===== src/rtl/vga_timing_gen.sv =====
// vga_timing_gen: VGA raster counters with registered sync/blanking, zero skew to hcnt/vcnt.
// Define VGA_FRAME_CNT_EN to build the 16-bit frame counter; otherwise frame_cnt is tied to 0.
module vga_timing_gen #(
    parameter int H_ACTIVE = 640,
    parameter int H_FP     = 16,
    parameter int H_SYNC   = 96,
    parameter int H_BP     = 48,
    parameter int V_ACTIVE = 480,
    parameter int V_FP     = 10,
    parameter int V_SYNC   = 2,
    parameter int V_BP     = 33,
    parameter bit HS_POL   = 1'b0,
    parameter bit VS_POL   = 1'b0,
    parameter int CNT_W    = 10
) (
    input  logic             clk25m,
    input  logic             rst,
    input  logic             en,
    output logic [CNT_W-1:0] hcnt,
    output logic [CNT_W-1:0] vcnt,
    output logic             hsync,
    output logic             vsync,
    output logic             video_on,
    output logic             line_end,
    output logic             frame_end,
    output logic [15:0]      frame_cnt
);
    localparam int H_TOTAL = H_ACTIVE + H_FP + H_SYNC + H_BP;
    localparam int V_TOTAL = V_ACTIVE + V_FP + V_SYNC + V_BP;

    if (H_TOTAL - 1 >= (1 << CNT_W) || V_TOTAL - 1 >= (1 << CNT_W)) begin : g_width_chk
        $error("vga_timing_gen: H_TOTAL-1 or V_TOTAL-1 does not fit in CNT_W bits");
    end

    localparam logic [CNT_W-1:0] H_MAX    = CNT_W'(H_TOTAL - 1);
    localparam logic [CNT_W-1:0] V_MAX    = CNT_W'(V_TOTAL - 1);
    localparam logic [CNT_W-1:0] H_ACT    = CNT_W'(H_ACTIVE);
    localparam logic [CNT_W-1:0] V_ACT    = CNT_W'(V_ACTIVE);
    localparam logic [CNT_W-1:0] HS_START = CNT_W'(H_ACTIVE + H_FP);
    localparam logic [CNT_W-1:0] HS_END   = CNT_W'(H_ACTIVE + H_FP + H_SYNC - 1);
    localparam logic [CNT_W-1:0] VS_START = CNT_W'(V_ACTIVE + V_FP);
    localparam logic [CNT_W-1:0] VS_END   = CNT_W'(V_ACTIVE + V_FP + V_SYNC - 1);

    logic [CNT_W-1:0] hcnt_q, hcnt_d, vcnt_q, vcnt_d;
    logic             hsync_q, hsync_d, vsync_q, vsync_d, video_on_q, video_on_d;
    logic             h_wrap;

    // Decode flags from the next counts so the registered flags line up with the counters.
    always_comb begin
        h_wrap     = en && hcnt_q == H_MAX;
        hcnt_d     = en ? (h_wrap ? '0 : hcnt_q + CNT_W'(1)) : hcnt_q;
        vcnt_d     = h_wrap ? (vcnt_q == V_MAX ? '0 : vcnt_q + CNT_W'(1)) : vcnt_q;
        hsync_d    = (hcnt_d >= HS_START && hcnt_d <= HS_END) ? HS_POL : ~HS_POL;
        vsync_d    = (vcnt_d >= VS_START && vcnt_d <= VS_END) ? VS_POL : ~VS_POL;
        video_on_d = hcnt_d < H_ACT && vcnt_d < V_ACT;
    end

    always_ff @(posedge clk25m or posedge rst) begin
        if (rst) begin
            hcnt_q     <= '0;
            vcnt_q     <= '0;
            hsync_q    <= ~HS_POL;
            vsync_q    <= ~VS_POL;
            video_on_q <= 1'b1;
        end else begin
            hcnt_q     <= hcnt_d;
            vcnt_q     <= vcnt_d;
            hsync_q    <= hsync_d;
            vsync_q    <= vsync_d;
            video_on_q <= video_on_d;
        end
    end

    assign hcnt      = hcnt_q;
    assign vcnt      = vcnt_q;
    assign hsync     = hsync_q;
    assign vsync     = vsync_q;
    assign video_on  = video_on_q;
    assign line_end  = h_wrap;
    assign frame_end = h_wrap && vcnt_q == V_MAX;

`ifdef VGA_FRAME_CNT_EN
    logic [15:0] frame_cnt_q, frame_cnt_d;

    always_comb frame_cnt_d = frame_cnt_q + 16'(frame_end);

    always_ff @(posedge clk25m or posedge rst) begin
        if (rst) frame_cnt_q <= '0;
        else     frame_cnt_q <= frame_cnt_d;
    end

    assign frame_cnt = frame_cnt_q;
`else
    assign frame_cnt = '0;
`endif
endmodule


===== config.mk =====
export PLATFORM = sky130hd
export DESIGN_NAME = vga_timing_gen
export DESIGN_NICKNAME = d
export VERILOG_FILES = /design/src/rtl/vga_timing_gen.sv
export SDC_FILE = /design/constraint.sdc
export NUM_CORES = 1
export LEC_CHECK = 0
export CAP_MARGIN = 20
export CORE_MARGIN = 8
export CORE_UTILIZATION = 45
export CTS_CLUSTER_SIZE = 25
export DETAILED_ROUTE_END_ITERATION = 10
export HOLD_SLACK_MARGIN = 0.03
export PLACE_DENSITY = 0.89
export SYNTH_ARGS = -nofsm -noshare
export SYNTH_HDL_FRONTEND = slang
export SYNTH_SLANG_ARGS = --single-unit

===== constraint.sdc =====
create_clock -name clk25m -period 3.2 [get_ports clk25m]
set_clock_uncertainty 0.2 [all_clocks]
set_input_delay 0.32 -clock clk25m [delete_from_list [all_inputs] [get_ports clk25m]]
set_output_delay 0.32 -clock clk25m [all_outputs]
set_load 0.005 [all_outputs]

==> results of run 1 <==
power groups by stage:
| stage | clock network [mW] | logic, mW | registers, mW |
|---|---|---|---|
| floorplan | 0 | 0.159 | 0.395 |
| global placement | 0 | 0.244 | 0.420 |
| detailed placement | 0 | 0.243 | 0.420 |
| CTS | 0.141 | 0.247 | 0.415 |
| global route | 0.151 | 0.269 | 0.426 |
| finish | 0.133 | 0.243 | 0.416 |
through the flow:
step / hold WS, ns / utilization [%] / instances / cell area, sq um
6_report: 0.269 / 53.9 / 229 / 1760
4_1_cts: 0.293 / 53.9 / 229 / 1760
2_1_floorplan: 0.120 / - / 173 / 1550
5_1_grt: 0.367 / 53.9 / 229 / 1760
3_5_place_dp: 0.370 / 53.1 / 225 / 1730
3_3_place_gp: 0.360 / 53.1 / 225 / 1730
layout by cell type (no fill, tap or decap), drive strengths merged, types with 4 or more instances in the layout:
cell / instances
conb: 16
nand4: 7
o21ai: 6
nor2: 8
nand3: 10
xnor2: 7
dfrtp: 20
clkdlybuf4s50: 27
a21oi: 6
nand2: 5
and3: 4
inv: 7
nor3: 9
o21a: 4
registers in the layout (all words and copies together) (netlist names):
| register | cells |
|---|---|
| hcnt | 10 |
| vcnt | 10 |
| hsync | 1 |
| video_on | 1 |
| vsync | 1 |
critical path, stage by stage, from the launching register on:
cell                              delay [ns]
sky130_fd_sc_hd__dfrtp_1                0.43
sky130_fd_sc_hd__ha_1                   0.28
sky130_fd_sc_hd__nand3_4                0.15
sky130_fd_sc_hd__or4_4                  0.62
sky130_fd_sc_hd__nor2_1                 0.14
sky130_fd_sc_hd__clkdlybuf4s50_1        0.51
cells by family after synthesis:
group                    after synthesis  synth area share [%]
other                                  1                 0.251
adder cells (fa/ha/maj)                3                  2.51
buffers and inverters                 30                  13.3
XOR/XNOR                               9                  5.28
multiplexers                           4                  2.85
flip-flops                            23                  38.8
AO/OA/AOI/OAI                         26                  12.4
AND/OR/NAND/NOR                       62                  24.6
final timing paths:
path,from,to,slack [ns],depth (start not counted)
min in group clk25m,hcnt[1]$_DFF_PP0_,hcnt[1]$_DFF_PP0_,0.38,2
worst min register to register,hcnt[1]$_DFF_PP0_,hcnt[1]$_DFF_PP0_,0.38,2
worst min-delay path,rst,vcnt[0]$_DFF_PP0_,0.27,2
worst max-delay path,hcnt[0]$_DFF_PP0_,frame_end,0.25,5
max in group asynchronous,rst,hcnt[2]$_DFF_PP0_,2.00,2
worst max register to register,hcnt[0]$_DFF_PP0_,video_on$_DFF_PP1_,0.71,7
layout make-up:
cell class / instances / area, sq um
inverter: 8 / 42.5
clock buffer: 3 / 22.5
multi-input combinational: 120 / 772
fill: 297 / 1500
tap: 46 / 57.6
clock inverter: 1 / 5.00
sequential: 23 / 579
timing repair buffer: 28 / 278
layer usage:
layer  track usage (%)  share of wire [%]  vias to the layer above
met3              1.77                7.0                        7
met2              19.1                 46                       41
met1              16.4                 44                      574
met5                 0                  0                        -
li1                  -                  -                      585
met4              7.32                2.3                        0
==> results.txt, run 1 <==
The flow ran to the end, and the final reports show no timing, DRC or antenna violations. The combinational group share of total power is 30.7%. The post-synthesis instance total came out at 158.

After clock tree synthesis, the clock-pin slew on the worst setup and hold paths is 0.13 ns. The wire length of the first global-routing pass came out at 5430 um. The later-pin clock latency in the skew report is 0.31 ns.

For this run, the number of Yosys warnings is 0. The total internal power came out at 522 uW. The post-detailed-placement half-perimeter wirelength came out at 2460 um.

The deepest clock path buffer count came out at 2. The post-synthesis average cell area is 9.46 sq um. Routability-driven placement finished with a final weighted congestion of 0.883. The number of antenna violations at the first check in global routing is 0. The deepest level of the CTS H-tree is 1. The post-route netlist has 9.29% of its cells at a drive strength greater than 1. STA classifies the critical path endpoint as a primary output. The final number of max-transition violations came out at 0. From synthesis to final layout, the design area changed by 17.6%. The prevailing post-synth register cell is sky130_fd_sc_hd__dfrtp_1. The number of buffer cells added on primary ports is 27. The clock power share is 16.8%.

The type of element launching the critical path is a register. IR analysis of the VDD net gives a maximum drop of 0.000328 V. After synthesis the cells add up to 1490 sq um.

After synthesis, the share of flip-flops with an asynchronous set or reset is 100%. The cell area power density came out at 451 nW/um^2. STA puts the critical path data arrival time at 2.43 ns. The number of buffers created by CTS came out at 3.

The ratio of final minimum period to clock period is 92.3%. The DRC violations left is 0. For this design, the CTS-stage hold fixing added 0 buffers. By startpoint and endpoint, the worst setup path is classified as reg -> out. The portion of synthesized cell area occupied by the leading cell type came out at 33.5%. Of all cell types, the one taking the most synthesized area is sky130_fd_sc_hd__dfrtp_1. The final net count is 190. The total leakage power is 0.709 nW.

The worst-margin pin slew is 0.863 ns. From bottom edge to top edge, the die measures 73.6 um. The initial utilization of the core area, before any placement, comes to 45.9%.

The number of detailed-routing iterations run before antenna repair came out at 4. The fmax came out at 339 MHz. The number of DRC markers in iteration 0 came out at 45. In this run, post-CTS repair resized a total of 0 instances.

The tree built by TritonCTS fans out to 23 sinks. In the post-synthesis netlist, the biggest area contributors are sky130_fd_sc_hd__dfrtp_1, sky130_fd_sc_hd__buf_4, sky130_fd_sc_hd__dfstp_2. In the synthesized netlist, the cells that appear most often are sky130_fd_sc_hd__dfrtp_1, sky130_fd_sc_hd__buf_4, sky130_fd_sc_hd__nand3_1, sky130_fd_sc_hd__nor3_1, sky130_fd_sc_hd__nor2_1. The time the worst path needs with I/O delays and setup came out at 2.95 ns.

The horizontal die dimension came out at 73.6 um. The number of endpoints with negative hold slack in the final report came out at 0. Adding up every negative setup slack in the final design gives 0 ns. In this run the count of I/O pins placed on the die edge is 44. The reported net switching power is 270 uW. Dividing the detail-routed wire length by the instance count gives 13.9 um.

The data required time of the critical path came out at 2.68 ns. In the post-route analysis, the smallest setup slack over all paths is 0.248 ns. The area of the die is 5420 sq um. Of the total power, the share spent switching nets is 34.1%. Once detail routing completed, the nets flagged for antenna violations numbered 0.

The area of the core came out at 3260 sq um. The post-place setup slack is 0.409 ns. The max-capacitance violation count came out at 0. The power consumption is 792 uW.

Counting distinct cell types in the post-synthesis netlist gives 44. The number of global-route vias before repair came to 1,115. The post-CTS repair timing setup buffer count is 0. TritonCTS built the clock tree.

Entering global routing, the biggest net connects 24 pins. The share of synthesized area occupied by flip-flops and latches came out at 38.8%. The number of core rows is 21. The synthesized flop and latch total is 23. The worst slew margin relative to its limit is 42.4%.

The aggregate global routing overflow came out at 0. The worst hold path belongs to the class in -> async. Among all cell types in the netlist, the one instantiated most often is sky130_fd_sc_hd__dfrtp_1. The overall via count from detail_route came out at 1,207.

The routed wire length came out at 3180 um. The number of failing setup endpoints in the final timing report came out at 0. The via density per instance came out at 5.27. Setup repair after global routing left no endpoint under its margin. The antenna diode instance count is 0. Global routing used 12.5% of the available tracks across all layers. The number of enable-type register cells in the synthesized netlist is 0. Sequential cells burn 52.5% of the power. The peak fanout along the critical path came out at 8. Clock tree synthesis selected as its root buffer the cell sky130_fd_sc_hd__clkbuf_4.
Power figures use the tool's default switching activity.
==> inputs of run 2 (changes only) <==
Settings changed: CORE_MARGIN 8 to default, CORE_UTILIZATION 45 to 42, PLACE_DENSITY 0.89 to 0.87.
Clock period 3.2 ns to 2.6 ns, I/O delays scaled along.
==> run 2 against run 1 <==
Net effect:
- utilization rose by 4.6 points
- non-clock buffer count up 24
- cell count is 10% higher
- clock-buffer cell count grew 1
- register-to-register slack lost 0.59 ns
- via count increased by 11%
- critical path depth grew 1
- sequential share of layout area is 3.4 points lower
- hold slack got worse by 0.20 ns
==> results.txt, run 2 (synthesized netlist as in run 1, its figures left out) <==
The flow ran to the end, and the final reports show no timing, DRC or antenna violations. The overall via count from detail_route is 1,334 (+11%). The number of buffer cells added on primary ports came out at 27 (unchanged). The placer's final routability congestion estimate is 0.878 (-0.59%).

The wire length of the first global-routing pass came out at 5260 um (-3.2%). The final total negative setup slack is 0 ns (unchanged). The cell area power density was 564 nW/um^2 (+25%). The number of global-route vias before repair was 1,140 (+2.2%).

The worst path arrival time is 2.03 ns (-0.40 ns). The deepest clock path buffer count was 2 (unchanged). The area of the core came out at 3360 sq um (+3.2%).

The later-pin clock latency in the skew report is 0.31 ns (about the same). The horizontal die dimension is 61.6 um (-16%). The root buffer cell chosen for the clock tree is sky130_fd_sc_hd__clkbuf_4.

The number of antenna violations at the first check in global routing came out at 0 (unchanged). The number of DRC markers in iteration 0 was 44 (-2.2%). The top cell types in the final layout, fill and taps aside, are sky130_fd_sc_hd__clkdlybuf4s50_1, sky130_fd_sc_hd__buf_4, sky130_fd_sc_hd__dfrtp_1, sky130_fd_sc_hd__conb_1.

On the critical path, the stage with the largest delay is an instance of sky130_fd_sc_hd__or4_4. The peak fanout along the critical path was 4 (-4). The number of hold buffers added after CTS came out at 0 (unchanged). The final net count is 214 (+13%).

The clock-pin slew on the worst setup and hold paths came out at 0.13 ns (about the same). The post-detailed-placement half-perimeter wirelength is 2300 um (-6.7%). The antenna diode instance count was 0 (unchanged).

The number of failing setup endpoints in the final timing report is 0 (unchanged). The aggregate global routing overflow came out at 0 (unchanged). The mean routed wirelength per cell was 13.4 um (-3.4%). The via density per instance came out at 5.27 (about the same). The vertical die dimension is 61.6 um (-16%). The DRC violations left is 0 (unchanged). The number of detailed-routing iterations run before antenna repair came to 4 (unchanged).

The routed wire length is 3400 um (+6.8%). The area of the die came to 3800 sq um (-30%). The critical path goes through ha_4 > nand3_4 > or4_4 > buf_4 > nor2_4 > clkdlybuf4s15_1. The element type at the critical path end is a primary output. The min-delay analysis places its worst path in the category in -> async. The fmax is 401 MHz. The post-place setup slack came to -0.0505 ns (-0.459 ns).

The minimum setup slack in the final design came out at 0.107 ns (-0.141 ns). The max-capacitance violation count came out at 0 (unchanged). The power consumption came to 1.11 mW (+40%). The fraction of final layout cells with drive strength greater than 1 came out at 21.7% (+12 points). The maximum number of pins on one net before global-route repair came out at 24 (unchanged). The largest vdd supply drop came to 0.000403 V (+23%). The number of buffers created by CTS came out at 3 (unchanged). The total I/O pin count was 44 (unchanged). The starting density of the core is 44.4% (-1.4 points). Setup repair after global routing left no endpoint under its margin.

The remaining antenna violation count after routing was 0 (unchanged). The largest stage delay on the critical path came to 0.57 ns (-0.05 ns). The number of filler cells placed in the layout is 301 (+1.3%).

The time the worst path needs with I/O delays and setup came out at 2.49 ns. The worst setup path is launched from a register. The deepest level of the CTS H-tree came out at 1 (unchanged). The number of clock sinks is 23 (unchanged). The total routing resource utilization after global routing came out at 18.9% (+6.4 points). The final number of max-transition violations is 0 (unchanged). The ratio of final minimum period to clock period is 95.9%. The area overhead of the layout relative to synthesis is 31.7%.

The data required time of the critical path is 2.14 ns (-0.54 ns). The number of core rows is 21 (unchanged). The total leakage power came out at 0.839 nW (+18%). The kind of critical path is reg -> out. TritonCTS built the clock tree. The number of endpoints with negative hold slack in the final report is 0 (unchanged).
-- run 2: cell types whose count changed in the layout (fill, tap and decap cells not counted), sizes merged --
cell | before | now
buf | 1 | 25
clkbuf | 3 | 4
clkdlybuf4s15 | 0 | 1
clkdlybuf4s50 | 27 | 25
clkinv | 2 | 1
dlymetal6s2s | 0 | 1
-- run 2: critical path: cells and delay by family (launching register included) --
family | cells | cell delay, ns
adders and majority gates | 1 | 0.18
and+or+nand+nor | 3 | 0.74
buffers and inverters | 2 | 0.39
DFF | 1 | 0.42
-- run 2: report_power, final --
part           switching [mW]  leakage (nW)  internal (mW)
Clock                   0.111        0.0150         0.0599
Combinational           0.199         0.552          0.269
Sequential             0.0565         0.272          0.414
-- run 2: worst paths after layout --
kind	startpoint	to	slack [ns]	cells past startpoint
max	hcnt[1]$_DFF_PP0_	frame_end	0.11	6
min	rst	hcnt[9]$_DFF_PP0_	0.07	3
max reg2reg	vcnt[0]$_DFF_PP0_	vsync$_DFF_PP1_	0.12	7
min reg2reg	vcnt[7]$_DFF_PP0_	vcnt[7]$_DFF_PP0_	0.41	1
max in group asynchronous	rst	video_on$_DFF_PP1_	1.85	3
min in group clk25m	vcnt[7]$_DFF_PP0_	vcnt[7]$_DFF_PP0_	0.41	1
-- run 2: through the flow --
step	instance area, sq um	utilization (%)	instances	hold WS (ns)
after floorplan	1550	-	173	0.0597
final	1970	58.5	253	0.0682
after detailed placement	1800	53.4	234	0.373
after CTS	1900	56.5	246	0.0776
after global placement	1800	53.4	234	0.350
after global routing	1970	58.5	253	0.121
-- run 2: final cells by class --
cell class / instances / area [sq um] / share of cell area (%)
clock buffers: 4 / 26.3 / 1.34
inverters: 8 / 42.5 / 2.16
multi-input cells: 120 / 798 / 40.6
flip-flops and latches: 23 / 582 / 29.6
well taps: 46 / 57.6 / 2.93
repair buffers: 52 / 460 / 23.4
-- run 2: timing repair --
item	in CTS	in global routing
gates resized for setup	7	3
endpoints found under the setup margin	2	1
pin swaps	1	2
buffers inserted	8	7
-- run 2: per-layer routing --
layer	track usage (%)	wire length (um)
met1	26.9	1560
met2	30.4	1690
met3	1.89	131
met4	5.71	10
met5	0	0
==> inputs of run 3 (changes only) <==
Settings changed: CELL_PAD_IN_SITES_DETAIL_PLACEMENT from default to 1, CELL_PAD_IN_SITES_GLOBAL_PLACEMENT from default to 2, CORE_UTILIZATION 42 to 33, DONT_BUFFER_PORTS from default to 1, PLACE_DENSITY 0.87 to 0.85, REMOVE_ABC_BUFFERS from default to 1.
==> run 3 against run 2 <==
Net effect:
- register-to-register slack barely moved
- sequential power increased by 5.1%
- maximum frequency grew 0.61%
- die area is 26% higher
- final area down 20%
- clock power increased by 34%
- hold slack better by 0.15 ns
- wire length up 11%
- total power fell by 11%
- setup slack gained 0.015 ns
==> results.txt, run 3 (synthesized netlist as in run 1, its figures left out) <==
The number of failing setup endpoints in the final timing report was 0 (unchanged). The remaining antenna violation count after routing is 0 (unchanged). The total I/O pin count was 44 (unchanged). The mean routed wirelength per cell was 17.5 um (+30%). The number of global-route vias before repair is 1,231 (+8.0%). The largest vdd supply drop came out at 0.000296 V (-27%). The multi-input gate area in the final layout is 772 sq um (-3.3%). The number of clock sinks is 23 (unchanged).

The worst path arrival time came out at 2.48 ns (+0.45 ns). The fmax was 404 MHz (+0.61%). The final total negative setup slack is 0 ns (unchanged). The final number of max-transition violations is 0 (unchanged). The element type at the critical path end is a register. The deepest level of the CTS H-tree is 1 (unchanged). The worst setup path is launched from a register.

The starting density of the core came out at 34.3% (-10 points). The deepest clock path buffer count is 2 (unchanged). The vertical die dimension came out at 69.3 um (+12%). The fraction of the core area covered by cells at the end of the flow came out at 36.2% (-22 points).

The horizontal die dimension was 69.3 um (+12%). The number of endpoints with negative hold slack in the final report came out at 0 (unchanged). The worst slew margin relative to its limit came out at 39.3%. The number of detailed-routing iterations run before antenna repair is 4 (unchanged). The clock-pin slew on the worst setup and hold paths is 0.09 ns (-0.04 ns). The top cell types in the final layout, fill and taps aside, are sky130_fd_sc_hd__dfrtp_1, sky130_fd_sc_hd__conb_1, sky130_fd_sc_hd__nand3_1, sky130_fd_sc_hd__nor3_1, sky130_fd_sc_hd__nor2_1. The routed wire length is 3780 um (+11%).

The cell area reported after detailed placement came out at 1510 sq um (-16%). The total leakage power is 0.649 nW (-23%). The sequential cell area in the final layout came to 579 sq um (-0.43%).

The cell area power density was 625 nW/um^2 (+11%). The wire length of the first global-routing pass was 6380 um (+21%). The overall via count from detail_route came out at 1,163 (-13%). The later-pin clock latency in the skew report is 0.27 ns (-0.04 ns). The antenna diode instance count is 0 (unchanged). The post-place setup slack came to 0.147 ns (+0.198 ns).

The fraction of final layout cells with drive strength greater than 1 came out at 13.4% (-8.3 points). The number of buffer cells added on primary ports was 0 (-100%). On the critical path, the stage with the largest delay is an instance of sky130_fd_sc_hd__or4_4.

The area of the die is 4800 sq um (+26%). The min-delay analysis places its worst path in the category in -> reg. The aggregate global routing overflow came to 0 (unchanged). The total non-filler cell area in the finished layout was 1580 sq um (-20%).

The via density per instance came to 5.38 (+2.1%). The root buffer cell is sky130_fd_sc_hd__clkbuf_8. The max-capacitance violation count came out at 0 (unchanged).

The peak fanout along the critical path is 18 (+14). The number of antenna violations at the first check in global routing is 0 (unchanged). The maximum number of pins on one net before global-route repair came out at 24 (unchanged).

The area of the core came out at 4350 sq um (+29%). The total routing resource utilization after global routing came out at 16.9% (-2.0 points). The placer's final routability congestion estimate is 0.792 (-9.7%). The number of DRC markers in iteration 0 was 15 (-66%). The run finished with clean final reports.

The time the worst path needs with I/O delays and setup came out at 2.48 ns (-0.0152 ns). The number of core rows is 24 (+14%). The number of buffers created by CTS came out at 3 (unchanged). TritonCTS built the clock tree. The final net count is 171 (-20%). Setup repair after global routing left no endpoint under its margin.

The data required time of the critical path came out at 2.60 ns (+0.46 ns). The signal on the critical path passes through ha_1 > nand3_4 > or4_4 > clkinv_8 > a21oi_2 > o32a_1 > a211oi_2. The DRC violations left is 0 (unchanged). The ratio of final minimum period to clock period is 95.3% (-0.58 points). The minimum setup slack in the final design is 0.122 ns (+0.0152 ns). The number of filler cells placed in the layout came out at 505 (+68%). The worst setup path is of the reg -> reg kind.

The area overhead of the layout relative to synthesis came out at 5.53%. The worst-margin pin slew is 0.909 ns. The library cell used most frequently in the layout, excluding fill and tap cells, is sky130_fd_sc_hd__dfrtp_1. The post-detailed-placement half-perimeter wirelength was 2830 um (+23%).

The largest stage delay on the critical path is 0.60 ns (+0.03 ns).
run 3: cell count changes in the layout (fill, tap and decap cells not counted), sizes merged:
cell,delta
clkdlybuf4s15,-1
dlygate4sd3,+2
dlymetal6s2s,-1
buf,-18
clkdlybuf4s50,-25
run 3: path summary, 6_finish.rpt:
check | slack (ns) | depth (start not counted) | endpoint | start
setup / recovery | 0.12 | 7 | video_on$_DFF_PP1_ | hcnt[1]$_DFF_PP0_
hold reg to reg | 0.40 | 1 | vcnt[7]$_DFF_PP0_ | vcnt[7]$_DFF_PP0_
hold / removal | 0.22 | 3 | vcnt[4]$_DFF_PP0_ | en
max in group asynchronous | 1.21 | 2 | hcnt[7]$_DFF_PP0_ | rst
min in group asynchronous | 0.42 | 2 | hcnt[1]$_DFF_PP0_ | rst
setup reg to reg | 0.12 | 7 | video_on$_DFF_PP1_ | hcnt[1]$_DFF_PP0_
run 3: report_power, final:
part,switching (mW),internal (mW)
Combinational,0.147,0.115
Sequential,0.0822,0.412
Clock,0.119,0.110
Total,0.349,0.637
run 3: repair_timing:
action	4_1_cts	5_1_grt
buffers inserted	0	0
hold endpoints to repair	24	0
hold buffers	2	0
resized for setup	0	0
run 3: layout make-up:
cell class / instances / area share (%)
Multi-Input combinational cell: 120 / 49.0
Sequential cell: 23 / 36.7
Timing Repair Buffer: 9 / 4.60
Tap cell: 52 / 4.13
Clock buffer: 4 / 2.86
Inverter: 8 / 2.70
run 3: layer usage:
metal | global-route usage [%] | up-vias | wire length, um
met4 | 5.44 | 0 | 63
met1 | 21.4 | 565 | 1650
met5 | 0 | - | 0
met2 | 26.9 | 44 | 1820
li1 | - | 546 | -
met3 | 5.81 | 8 | 249
run 3: through the flow:
step                instances  hold WS (ns)  power [mW]
floorplan                 151        0.0597       0.654
global placement          210         0.172       0.748
detailed placement        210         0.195       0.761
CTS                       216         0.204        1.00
global route              216         0.239        1.05
finish                    216         0.219       0.986
run 3: worst max-delay path, delay by kind of cell (launching register included):
kind / cells / cell delay, ns
AO/OA/AOI/OAI: 3 / 0.64
adder cells (fa/ha/maj): 1 / 0.31
buffers and inverters: 1 / 0.13
flip-flops: 1 / 0.44
AND/OR/NAND/NOR: 2 / 0.69
